===== config.mk =====
export PLATFORM = sky130hd
export DESIGN_NAME = digest_serializer
export DESIGN_NICKNAME = d
export VERILOG_FILES = /design/src/rtl/blake2_pkg.sv /design/src/rtl/digest_word_mux.sv /design/src/rtl/digest_serializer.sv
export SDC_FILE = /design/constraint.sdc
export NUM_CORES = 1
export LEC_CHECK = 0
export CORE_AREA = 2 2 230 232
export DETAILED_ROUTE_END_ITERATION = 10
export DIE_AREA = 0 0 232 234
export HOLD_SLACK_MARGIN = 0.03
export PLACE_DENSITY = 0.68
export SLEW_MARGIN = 40
export SYNTH_ARGS = -nofsm -noshare
export SYNTH_HDL_FRONTEND = slang
export SYNTH_SLANG_ARGS = --single-unit

===== constraint.sdc =====
create_clock -name clk -period 14.35 [get_ports clk]
set_clock_uncertainty 0.1 [all_clocks]
set_input_delay 2.1525 -clock clk [delete_from_list [all_inputs] [get_ports clk]]
set_output_delay 2.1525 -clock clk [all_outputs]
set_load 0.01 [all_outputs]

===== src/rtl/blake2_pkg.sv =====
// blake2_pkg: shared constants, state encoding and final-word keep mask for the digest serializer.
// Rev 1.0
`default_nettype none

package blake2_pkg;

   localparam int BUS_WIDTH    = 64;
   localparam int DIGEST_WIDTH = 512;
   localparam int WORDS        = DIGEST_WIDTH / BUS_WIDTH;

   typedef logic [0:0] state_t;
   localparam state_t IDLE = 1'b0;
   localparam state_t SEND = 1'b1;

   // len is already clamped to 1..64; a multiple of 8 fills the final word.
   function automatic logic [7:0] keep_mask(input logic [6:0] len);
      logic [2:0] rem;
      rem = len[2:0];
      return (rem == 3'd0) ? 8'hFF : ((8'h01 << rem) - 8'h01);
   endfunction

endpackage

`default_nettype wire


===== src/rtl/digest_word_mux.sv =====
// digest_word_mux: selects one bus word from the digest holding register, zeroes bytes outside keep.
// Rev 1.0 -- option: ENDIAN_SWAP_EN byte-reverses dout and bit-reverses keep.
`default_nettype none

module digest_word_mux
   import blake2_pkg::*;
(
   input  logic [DIGEST_WIDTH-1:0] hold_i,
   input  logic [2:0]              idx_i,
   input  logic [7:0]              keep_i,
   output logic [BUS_WIDTH-1:0]    dout_o,
   output logic [7:0]              keep_o
);

   logic [BUS_WIDTH-1:0] w_word;
   logic [BUS_WIDTH-1:0] w_masked;

   assign w_word = hold_i[{idx_i, 6'b000000} +: BUS_WIDTH];

   always_comb begin
      w_masked = '0;
      dout_o   = '0;
      keep_o   = '0;
      for (int b = 0; b < 8; b++) begin
         w_masked[8*b +: 8] = keep_i[b] ? w_word[8*b +: 8] : 8'h00;
      end
`ifdef ENDIAN_SWAP_EN
      for (int b = 0; b < 8; b++) begin
         dout_o[8*(7-b) +: 8] = w_masked[8*b +: 8];
         keep_o[7-b]          = keep_i[b];
      end
`else
      dout_o = w_masked;
      keep_o = keep_i;
`endif
   end

endmodule

`default_nettype wire


===== src/rtl/digest_serializer.sv =====
// digest_serializer: captures a 512-bit Blake2 digest and streams it as 64-bit words with last/keep.
// Rev 1.0 -- option: ENDIAN_SWAP_EN (byte-reversed output words).
`default_nettype none

module digest_serializer
   import blake2_pkg::*;
(
   input  logic                    clk,
   input  logic                    reset_n,
   input  logic                    digest_valid,
   input  logic [DIGEST_WIDTH-1:0] digest,
   input  logic [6:0]              digest_len,
   output logic [BUS_WIDTH-1:0]    dout,
   output logic                    valid_out,
   input  logic                    ready_in,
   output logic                    last_out,
   output logic [7:0]              keep,
   output logic                    busy,
   output logic                    overrun
);

   state_t                  state_q, state_d;
   logic [2:0]              idx_q, idx_d;
   logic [6:0]              len_q, len_d;
   logic [3:0]              nw_q, nw_d;
   logic [DIGEST_WIDTH-1:0] hold_q;
   logic                    dv_q;
   logic                    overrun_q;

   logic       w_rise;
   logic       w_send;
   logic       w_last;
   logic       w_xfer;
   logic       w_capture;
   logic [6:0] w_len_clamp;
   logic [6:0] w_len_round;
   logic [7:0] w_keep_lsb;

   assign w_rise      = digest_valid & ~dv_q;
   assign w_send      = (state_q == SEND);
   assign w_last      = w_send && ({1'b0, idx_q} == (nw_q - 4'd1));
   assign w_xfer      = w_send && ready_in;
   assign w_capture   = w_rise && !w_send;
   assign w_len_clamp = ((digest_len == 7'd0) || (digest_len > 7'd64)) ? 7'd64 : digest_len;
   assign w_len_round = w_len_clamp + 7'd7;
   assign w_keep_lsb  = !w_send ? 8'h00 : (w_last ? keep_mask(len_q) : 8'hFF);

   always_comb begin
      state_d = state_q;
      idx_d   = idx_q;
      len_d   = len_q;
      nw_d    = nw_q;
      if (w_capture) begin
         state_d = SEND;
         idx_d   = 3'd0;
         len_d   = w_len_clamp;
         nw_d    = w_len_round[6:3];
      end else if (w_xfer) begin
         if (w_last) begin
            state_d = IDLE;
         end else begin
            idx_d = idx_q + 3'd1;
         end
      end
   end

   // dv_q resets high so a level already present at reset release is not a new digest.
   always_ff @(posedge clk) begin
      if (!reset_n) begin
         state_q   <= IDLE;
         idx_q     <= 3'd0;
         len_q     <= 7'd0;
         nw_q      <= 4'd0;
         dv_q      <= 1'b1;
         overrun_q <= 1'b0;
      end else begin
         state_q   <= state_d;
         idx_q     <= idx_d;
         len_q     <= len_d;
         nw_q      <= nw_d;
         dv_q      <= digest_valid;
         overrun_q <= w_rise && w_send;
      end
   end

   always_ff @(posedge clk) begin
      if (w_capture && reset_n) begin
         hold_q <= digest;
      end
   end

   digest_word_mux u_mux (
      .hold_i (hold_q),
      .idx_i  (idx_q),
      .keep_i (w_keep_lsb),
      .dout_o (dout),
      .keep_o (keep)
   );

   assign valid_out = w_send;
   assign last_out  = w_last;
   assign busy      = w_send;
   assign overrun   = overrun_q;

endmodule

`default_nettype wire


; ---- Word level (Yosys, flattened, before mapping)
; Index checks and enable logic that the tools add are counted.
[totals]
ff_bits = 525
latchBits = 0
ram_bits = 0
mem_bits_ro = 0
input_bits = 523
output_inout_bits = 76
word_cells = 48
n_memories = 0
[op_classes]
addsub = 4
multipliers = 0
n_div = 0
n_lt_le_gt_ge = 1
n_eq_ne = 1
n_shift = 2
n_mux = 15
n_bitwise = 4
reduce_logical = 14
[ops]
columns = operator, count
row1 = $shiftx 512x10->64, 1
row2 = $mux 8, 11
row3 = $shl 1x3->8 const A, 1
row4 = $sub 8x1->8 const B, 1
row5 = $add 7x3->7 const B, 1
row6 = $gt 7x7->1 const B, 1
row7 = $logic_not 7->1, 1
row8 = $mux 7, 1
row9 = $logic_and 1x1->1, 5
row10 = $eq 3x4->1, 1
row11 = $reduce_and 2->1, 2
row12 = $reduce_bool 2->1, 2
row13 = $sub 4x1->4 const B, 1
row14 = $add 3x1->3 const B, 1
row15 = $logic_not 3->1, 1
row16 = $mux 1, 3
row17 = $not 1->1, 3
row18 = $reduce_or 2->1, 1
row19 = $and 1x1->1, 1
row20 = $logic_not 1->1, 1
row21 = $logic_or 1x1->1, 1

; ---- Logic depth before layout (Yosys ltp)
[logic_depth]
ltp_word = 6
ltp_mapped = 7

; ---- Cells and area by module
; Synthesis repeated with hierarchy kept, for this count alone.
[hier_totals]
cells_unflattened = 1044
area_unflattened_um2 = 20845.0
[modules_own_cells]
columns = module, instances, cells_per_inst, area_each_um2, seq_area_each_um2
row1 = digest_serializer, 1, 602, 16203.0, 15635.0
row2 = digest_word_mux, 1, 442, 4642.0, 0.0

; ---- Least setup slack after synthesis
; OpenSTA, ideal clock, no wires.
[synth_path]
path_kind = input to register
start = in digest_valid
end = reg hold_q[0] (enable)
arrival_time_ns = 12.398
required_time_ns = 13.393
setup_slack_ns = 0.995
stages = 3
n_path_buf = 0
cell_sequence = nor3b_1 > nand2_1 > inv_1
[synth_between]
elab_chain_cells = 3
[synth_lines]
columns = item, line_no
row1 = start: declaration, digest_serializer.sv:10  ; input logic digest_valid,
row2 = $and 1x1->1, digest_serializer.sv:39  ; assign w_rise = digest_valid & ~dv_q;
row3 = $logic_and 1x1->1, digest_serializer.sv:43  ; assign w_capture = w_rise && !w_send;
row4 = $logic_and 1x1->1, digest_serializer.sv:87  ; if (w_capture && reset_n) begin
row5 = end signal: assignment, digest_serializer.sv:88  ; hold_q <= digest;
row6 = end: declaration, digest_serializer.sv:26  ; logic [DIGEST_WIDTH-1:0] hold_q;
; Every way passes these cells.
; A chain may end at the register's enable or synchronous reset.

; ---- Final worst setup path
[layout_path]
start = reg idx_q[0]
end = out dout[59]
[layout_between]
elab_chain_cells = 5
[layout_lines]
columns = item, line_no
row1 = start: declaration, digest_serializer.sv:23  ; logic [2:0] idx_q, idx_d;
row2 = start signal: assignment, digest_serializer.sv:78  ; idx_q <= idx_d;
row3 = branches (longest 4 deep; another with $shiftx 512x10->64), --
row4 = $mux 8 (*), digest_word_mux.sv:25  ; w_masked[8*b +: 8] = keep_i[b] ? w_word[8*b +: 8] : 8'h00;
row5 = end: declaration, digest_serializer.sv:13  ; output logic [BUS_WIDTH-1:0] dout,
; Every way passes the cells marked *.

==> qor.csv <==
stage;metric;value;unit
final_layout;commonest non-fill, non-tap cells in the layout;598 x clkdlybuf4s50_1, 512 x edfxtp_1, 128 x mux4_2;
floorplanning;core box area;52000;sq um
logic_synthesis;Gate Count Post-Synth;902;
route;DRT iter0 DRCs;744;
pwr;Combinational Power Share;7.5;%
critical_path;worst endpoint data arrival time;3.59;ns
floorplanning;Die ar.;54300;sq um
clock_network;TritonCTS clock tree;yes;
hold_path;Min-Delay Path Class;reg -> reg;
route;routed length per placed instance;23.6;um
final_layout;Final nets;2055;
clock_network;clock sinks;525;
global_route;M1 GR Usage;22.3;%
clock_network;cts bufs inserted;56;
floorplanning;Initial Util;39.0;%
route;DRC Markers;0;
pwr;clock share of power;42.0;%
critical_path;Crit Path Max Fanout;51;
clock_network;hold buffer count at cts;0;
floorplanning;die width;232;um
placement;Placed Instances;2160;
logic_synthesis;Syn Nets;1427;
logic_synthesis;Avg Cell Area, Syn;22.5;sq um
floorplanning;ports placed on the boundary;599;
global_route;vias in the first global route;12174;
final_layout;Layout area overhead;42.8;%
pwr;switching pwr;663;uW
timing;setup_tns;0;ns
placement;Setup WS pre-CTS;8.37;ns
route;vias per cell;4.98;
clock_network;worst-skew pair later-pin latency;0.58;ns
critical_path;startpoint types;register;
timing;FMAX;171;MHz
logic_synthesis;FFs w/ async S/R, synth;0;%
global_route;global route overflow;0;
pwr;Worst VDD drop;0.131;mV
status;status;finished clean;
timing;fin crit share;40.7;%
pwr;Cell Int Power;2750;uW
timing;Fin Hold WS;0.325;ns
logic_synthesis;Post-synth EDFFs;512;
timing;Worst Tran Pin Value;0.790;ns
logic_synthesis;area leader, netlist;edfxtp_1;
final_layout;fillcell total;3984;
timing;final setup margin;8.50;ns
final_layout;layout cells sized above 1;15.2;%
clock_network;H-tree depth;2;
logic_synthesis;Synth top area share;75.9;%
pwr;Net Sw Frac;19.5;%
critical_path;critical path capture point type;primary output;
logic_synthesis;Mapped Area;20300;sq um
logic_synthesis;Netlist cell types;38;
global_route;GRT Util Overall;19.1;%
critical_path;reg2reg setup slack;10.52;ns
final_layout;most common cell after layout, fill and taps aside;clkdlybuf4s50_1;
final_layout;Non-Filler Instances;2269;
clock_network;cell chosen for the clock root;clkbuf_16;
clock_network;post-CTS resize count;0;
pwr;P_leak;0.00917;uW
timing;final hold viol count;0;
logic_synthesis;largest cells by area after synthesis;edfxtp_1 76%, mux4_2 14%, mux2i_1 3.3%;
pwr;PD cells;118;nW/um^2
route;final wirelength;53500;um
route;antenna viol nets, final;0;
run;maxcap violations;0;
timing;final setup fails;0;
global_route;busiest grt layer;met2;
clock_network;Post-CTS Repair Setup Buffers;0;
global_route;met2 Use GR;32.8;%
placement;IO buf count;598;
global_route;met3 Resource Use GR;7.02;%
placement;GP Congestion;0.829;
pwr;sequential power share;50.5;%
floorplanning;Rows;84;
floorplanning;Die H;234;um
logic_synthesis;sequential share of the synthesized area;77.1;%
global_route;first-pass GRT wire length;75600;um
placement;HPWL Detailed;38400;um
logic_synthesis;#FFs+latches synth;525;
logic_synthesis;Top FF cell, synth;edfxtp_1;
timing;Tmin final;5.85;ns
logic_synthesis;warnings from Yosys;0;
critical_path;Worst EP required;12.10;ns
route;DRT Pass-1 Iters;5;
timing;RSZ-0062 raised after global routing;false;
global_route;largest net degree at the start of global routing;144;
timing;Slew Limit Fails;0;
critical_path;WS Path Type;reg -> out;
route;routed vias;11310;
timing;Slew headroom;47.2;%
clock_network;clock-pin slew on the worst setup and hold paths;0.06;ns
pwr;Pwr Total;3410;uW
clock_network;Clock Tree Buf Depth;3;
global_route;initial antenna violation count;14;
==> flip-flops by register name (all words and copies together) (netlist names) <==
signal   count
overrun      1
idx_q        3
len_q        3
hold_q     512
nw_q         4
dv_q         1
busy         1
==> power by group through the flow <==
| stage | clock network [uW] | registers (uW) | logic, uW |
|---|---|---|---|
| 2_1_floorplan | 0 | 1770 | 70.1 |
| 3_3_place_gp | 0 | 1750 | 251 |
| 3_5_place_dp | 0 | 1760 | 257 |
| 4_1_cts | 1470 | 1720 | 259 |
| 5_1_grt | 1530 | 1730 | 271 |
| 6_report | 1430 | 1720 | 255 |
==> logic make-up (layout without fill, tap and decap cells) <==
family / after synthesis / count (layout) / share of synthesized area (%)
xor gates and xnor gates: 9 / 9 / 0.556
adders and majority gates: 2 / 2 / 0.123
AOI/OAI and AO/OA: 43 / 43 / 1.70
DFF: 525 / 525 / 77.1
muxes: 194 / 194 / 17.5
and+or+nand+nor: 72 / 72 / 1.65
other: 0 / 5 / 0
buffers and inverters: 57 / 731 / 1.35
==> synth_stat cells (2+ instances only) <==
| library cell | instances |
|---|---|
| a21oi_1 | 24 |
| a22o_1 | 6 |
| and3_1 | 2 |
| buf_1 | 5 |
| buf_2 | 26 |
| buf_4 | 7 |
| clkbuf_1 | 9 |
| dfxtp_1 | 13 |
| edfxtp_1 | 512 |
| ha_1 | 2 |
| inv_1 | 9 |
| mux2i_1 | 66 |
| mux4_2 | 128 |
| nand2_1 | 12 |
| nand2b_1 | 2 |
| nor2_1 | 44 |
| nor3b_1 | 2 |
| nor4_1 | 2 |
| o211ai_1 | 3 |
| o21ai_1 | 2 |
| o41ai_4 | 3 |
| or3_1 | 2 |
| xnor2_1 | 2 |
| xor2_1 | 5 |
==> final cells by class <==
class,instances,area (sq um),share of cell area (%)
inverters,10,50.0,0.173
flip-flops and latches,525,15600,54.1
clock inverters,26,289,0.998
diodes,5,12.5,0.0432
multi-input cells,320,4360,15.1
clock buffers,78,1550,5.34
repair buffers,617,6180,21.3
well taps,688,861,2.97
==> critical path, cell delays in order, from the launching register on <==
cell             delay, ns
dfxtp_4               0.35
buf_6                 0.58
buf_6                 0.59
mux4_2                0.58
mux2i_1               0.18
a21oi_1               0.07
clkdlybuf4s50_1       0.55
==> layer usage <==
metal  up-vias  share of wire, %
li1       5028                 -
met1      5623                37
met2       541                50
met3       102                11
met4        16               2.5
met5         -              0.19
==> metrics by stage <==
step	cell area [sq um]	utilization (%)
after floorplan	20300	-
after global placement	27000	51.9
after detailed placement	27100	52.1
after CTS	28900	55.6
after global routing	28900	55.6
final	28900	55.6
==> path summary, 6_finish.rpt <==
check	start	endpoint	cells after the start
setup / recovery	idx_q[0]$_SDFFE_PP0P_	dout[59]	6
hold / removal	dv_q$_SDFF_PN1_	overrun$_SDFF_PN0_	1
setup reg to reg	busy$_SDFFE_PN0P_	hold_q[217]$_DFFE_PP_	5
hold reg to reg	dv_q$_SDFF_PN1_	overrun$_SDFF_PN0_	1
Note: power is estimated with default switching activity, not from simulation.
